$ cat config.mk
export PLATFORM = sky130hd
export DESIGN_NAME = axis_cdc_arbiter
export DESIGN_NICKNAME = d
export VERILOG_FILES = /design/src/rtl/axis_cdc_arbiter.sv
export SDC_FILE = /design/constraint.sdc
export NUM_CORES = 1
export LEC_CHECK = 0
export CAP_MARGIN = 20
export CORE_AREA = 3 3 136 138
export DETAILED_ROUTE_END_ITERATION = 6
export DIE_AREA = 0 0 139 141
export HOLD_SLACK_MARGIN = 0.03
export PLACE_DENSITY = 0.57
export SYNTH_ARGS = -nofsm -noshare
export SYNTH_HDL_FRONTEND = slang
export SYNTH_SLANG_ARGS = --single-unit
$ cat constraint.sdc
create_clock -name clk_p -period 2 [get_ports clk_p]
set_input_delay 0.3 -clock clk_p [delete_from_list [all_inputs] [get_ports clk_p]]
set_output_delay 0.3 -clock clk_p [all_outputs]
set_load 0.02 [all_outputs]
$ cat src/rtl/axis_cdc_arbiter.sv
// Packet-level round-robin arbiter feeding the primary side of the axi_cdc converter.
// Ownership is held from first beat to the last beat; cfg is latched at grant time.
module axis_cdc_arbiter #(
  parameter int N_REQ   = 4,
  parameter int WIDTH_P = 64
) (
  input  logic                       clk_p,
  input  logic                       rst_p,
  input  logic [N_REQ*WIDTH_P-1:0]   req_data,
  input  logic [N_REQ-1:0]           req_valid,
  input  logic [N_REQ-1:0]           req_last,
  input  logic [2*N_REQ-1:0]         req_cfg,
  output logic [N_REQ-1:0]           req_ready,
  output logic [WIDTH_P-1:0]         p_axis_data,
  output logic                       p_axis_valid,
  output logic                       p_axis_last,
  input  logic                       p_axis_ready,
  output logic [1:0]                 cfg,
  output logic [N_REQ-1:0]           grant,
  output logic                       busy
);

  localparam int unsigned NR = N_REQ;
  localparam int unsigned WP = WIDTH_P;
  localparam int unsigned IW = (NR > 1) ? $clog2(NR) : 1;

  typedef enum logic {ARB, LOCK} state_t;

  state_t           state, state_nxt;
  logic [N_REQ-1:0] grant_nxt;
  logic [1:0]       cfg_nxt;
  logic [IW-1:0]    ptr, ptr_nxt;
  logic [IW-1:0]    own, own_nxt;

  logic             found;
  logic [IW-1:0]    win;
  int unsigned      idx;
  int unsigned      own_base;
  logic             accept;

  // Owner index is kept alongside the one-hot grant so the datapath mux
  // needs no one-hot decode.
  always_ff @(posedge clk_p or negedge rst_p) begin
    if (!rst_p) begin
      state <= ARB;
      grant <= '0;
      cfg   <= '0;
      ptr   <= '0;
      own   <= '0;
    end else begin
      state <= state_nxt;
      grant <= grant_nxt;
      cfg   <= cfg_nxt;
      ptr   <= ptr_nxt;
      own   <= own_nxt;
    end
  end

  always_comb begin
    found = 1'b0;
    win   = '0;
    idx   = 0;
    for (int unsigned k = 0; k < NR; k++) begin
      idx = (32'(ptr) + k) % NR;
      if (!found && req_valid[idx[IW-1:0]]) begin
        found = 1'b1;
        win   = idx[IW-1:0];
      end
    end
  end

  always_comb begin
    p_axis_valid = 1'b0;
    p_axis_data  = '0;
    p_axis_last  = 1'b0;
    req_ready    = '0;
    own_base     = 32'(own) * WP;
    if (state == LOCK) begin
      p_axis_valid   = req_valid[own];
      p_axis_data    = req_data[own_base +: WIDTH_P];
      p_axis_last    = req_last[own];
      req_ready[own] = p_axis_ready;
    end
  end

  assign accept = p_axis_valid && p_axis_ready;
  assign busy   = (state == LOCK);

  always_comb begin
    state_nxt = state;
    grant_nxt = grant;
    cfg_nxt   = cfg;
    ptr_nxt   = ptr;
    own_nxt   = own;
    unique case (state)
      ARB: begin
        if (found) begin
          state_nxt      = LOCK;
          grant_nxt      = '0;
          grant_nxt[win] = 1'b1;
          own_nxt        = win;
          cfg_nxt        = req_cfg[32'(win)*2 +: 2];
        end
      end
      LOCK: begin
        if (accept && p_axis_last) begin
          state_nxt = ARB;
          grant_nxt = '0;
          ptr_nxt   = (32'(own) == NR - 1) ? '0 : own + 1'b1;
        end
      end
      default: state_nxt = ARB;
    endcase
  end

endmodule

==> flow_metrics.py <==
metrics = {
    "hold_path": {
        "hp-class": "input port to asynchronous set/reset pin",
    },
    "power_and_ir_drop": {
        "p_leak_nw": 2.67,
        "power.internal_mw": 4.47,
        "switching_share_pct": 41.2,
        "p_switching_mw": 3.13,
        "p_seq_share_pct": 5.6,
        "combPwrFrac_pct": 89.5,
        "ir_drop_uv": 646,
        "p_per_area_mw_per_mm2": 1110,
        "p_clk_share_pct": 4.8,
    },
    "drt": {
        "drt-met1-wl_um": 6850,
        "wire_per_inst_um": 21.3,
        "via_per_inst": 4.48,
        "wl_met3_um": 1220,
        "dr.pass1.iters": 4,
        "dr.first_iter.drc_count": 148,
        "wl_um": 17200,
        "drc": 0,
        "maxUsedRoutingLayer": "met5",
        "ant_nets": 0,
        "vias": 3625,
        "wl_met2_um": 8990,
    },
    "timing": {
        "period_minus_slack_ps": 2160,
        "slew_headroom_pct": 65.6,
        "post-route-period-util_pct": 108,
        "hold_violations": 0,
        "setup_violations": 63,
        "fin_ws_ps": -160,
        "worst_pin_slew_ps": 515,
        "slew_viol_final": 0,
        "skew_ps": 0.454,
        "grt_setup_unrepaired": "true",
        "clock.fmax_ghz": 0.463,
    },
    "run": {
        "cap_violations": 0,
    },
    "clock_tree": {
        "cts.clk_slew.worst_paths_ps": 40,
        "clockBufferDepth": 2,
        "clock-sinks": 11,
        "cts_tree": "done",
        "clock_latency_ps": 240,
        "htreeDepth": 1,
        "clockRootBuffer": "clkbuf_16",
        "cts_buffers": 3,
    },
    "floorplanning": {
        "die_w_um": 139,
        "fp.dieArea_mm2": 0.0196,
        "coreArea_mm2": 0.0173,
        "start_util_pct": 15.6,
        "rows": 48,
        "die_y_um": 141,
        "ioPinCount": 352,
    },
    "yosys": {
        "syn_inst": 219,
        "synth.area.top_cells": "mux4_2 55%, and2_1 15%, dfrtp_1 10%, buf_6 2.1%, ha_1 1.9%",
        "synth-seq-cells": 11,
        "synthXorXnorAreaFrac_pct": 0,
        "avgSynthCellArea_um2": 12.3,
        "synth-simple-area-share_pct": 20.2,
        "yosysTopAreaCell": "mux4_2",
        "syn-cell-area_mm2": 0.00270,
        "ys_warn_count": 0,
        "netlist.area_leader.share_pct": 55.0,
        "synth.distinct_cells": 35,
        "synth_top_family_by_area": "multiplexers",
        "synth-seq-area-share_pct": 10.2,
        "synthMuxAreaShare_pct": 56.9,
        "synth_compound_gate_area_share_pct": 4.95,
        "syn_nets": 498,
        "synthAdderAreaFrac_pct": 1.85,
    },
    "global_routing": {
        "grt_pass1_vias": 4003,
        "grt_max_degree": 44,
        "grt_use_total_pct": 16.3,
        "antenna_found_initial": 2,
        "grt_pass1_wl_um": 25100,
        "grt_overflow": 0,
    },
    "worst_setup_path": {
        "r2r_slack_ps": 100,
        "crit_path_max_fanout": 6,
        "end_kind": "output pin",
        "cp.arrival_ps": 1860,
        "startpoint_type": "flip-flop",
        "required_ps": 1700,
        "reg2reg_to": "ptr[1]",
        "reg2reg_from": "own[0]",
        "path_class": "flip-flop to output pin",
        "reg2regPathDepth": 5,
    },
    "layout": {
        "nets": 864,
        "area_growth_pct": 154,
        "final_util_pct": 39.7,
        "final_cells": 809,
        "drive_gt1_share_pct": 36.3,
        "final_cell_mix": "281 x clkdlybuf4s50_1, 66 x mux4_2, 39 x and2_1",
        "final_common_cell": "clkdlybuf4s50_1",
        "num_antenna_cells": 0,
    },
    "place": {
        "place_inst": 789,
        "dpl.hpwl_um": 14000,
        "port_buffers": 351,
        "place.gp.congestion": 0.884,
    },
    "outcome": {
        "violations": "negative setup slack",
        "status": "finished with violations",
    },
}
power by group through the flow:
stage / combinational, mW / clock (mW) / sequential [mW]
6_report: 6.81 / 0.367 / 0.429
5_1_grt: 7.23 / 0.390 / 0.444
4_1_cts: 6.46 / 0.372 / 0.428
3_5_place_dp: 6.26 / 0 / 0.426
3_3_place_gp: 6.22 / 0 / 0.424
2_1_floorplan: 3.47 / 0 / 0.453
worst max-delay path, cell delays in order, from the launching register on:
cell     delay (ps)
dfrtp_4         520
buf_12          160
buf_16          130
buf_6           110
mux4_2          410
and2_4          170
buf_6           130
synthesized netlist by cell type:
library cell   n
and2_1        66
mux4_2        66
dfrtp_1       11
buf_2          9
clkbuf_1       8
nor2_1         6
buf_6          5
and3_1         4
ha_1           4
mux2i_1        4
inv_1          3
nand2_1        3
nor2b_1        3
o31ai_1        3
a221oi_1       2
a22o_1         2
buf_4          2
a21boi_1       1
a21boi_2       1
a21o_1         1
a31oi_2        1
and2_4         1
buf_1          1
mux2_1         1
nand3_1        1
nand3b_1       1
nand4_2        1
nor2b_2        1
nor4_1         1
o21ai_0        1
o21bai_1       1
o22ai_1        1
o32a_1         1
o32ai_1        1
or2_0          1
cell type report:
cell class	instances	area, µm²
fillers	1637	10400
repair buffers	386	3870
multi-input cells	180	2350
flip-flops and latches	11	282
well taps	225	282
clock buffers	4	78.8
inverters	3	11.3
timing repair:
item / 4_1_cts / 5_1_grt
hold buffers: 0 / 0
gates resized for setup: 317 / 64
cloned: 4 / 3
buffers inserted: 9 / 0
endpoints found under the setup margin: 70 / 70
pin swaps: 5 / 1
hold endpoints to repair: 0 / 0
worst max-delay path by stage:
stage	startpoint	to	cells past startpoint	slack (ps)
floorplan	own[0]	p_axis_data[36]	5	150
global placement	own[0]	p_axis_data[3]	4	-270
detailed placement	own[0]	p_axis_data[1]	4	-270
CTS	own[0]	p_axis_data[11]	5	-260
global route	own[0]	p_axis_data[50]	5	-220
finish	own[0]	p_axis_data[3]	6	-160
per-layer routing:
layer	vias to the layer above	GRT usage (%)
li1	1613	-
met1	1793	20.3
met2	197	29.8
met3	18	3.93
met4	4	1.75
met5	-	0
registers in the layout, summed over array words and instances, names as in the netlist:
register  cells
grant         4
cfg           2
busy          1
own           2
ptr           2
stage by stage:
| stage | hold slack, ps | setup slack, ps | total power, mW | instance area, µm² | TNS (ps) |
|---|---|---|---|---|---|
| 2_1_floorplan | 4.41 | 152 | 3.93 | 2700 | 0 |
| 3_3_place_gp | 492 | -267 | 6.65 | 6580 | -14600 |
| 3_5_place_dp | 500 | -269 | 6.68 | 6580 | -15100 |
| 4_1_cts | 432 | -263 | 7.26 | 6730 | -8520 |
| 5_1_grt | 459 | -217 | 8.07 | 6870 | -10340 |
| 6_report | 407 | -160 | 7.61 | 6870 | -6060 |
kinds of logic (layout without fill, tap and decap cells):
kind of cell    after synthesis  count (layout)
compound gates               16              16
fa+ha+maj                     4               4
buf+inv                      28             393
flops                        11              11
mux                          71              71
simple gates                 89              89
Note: power is estimated with default switching activity, not from simulation.
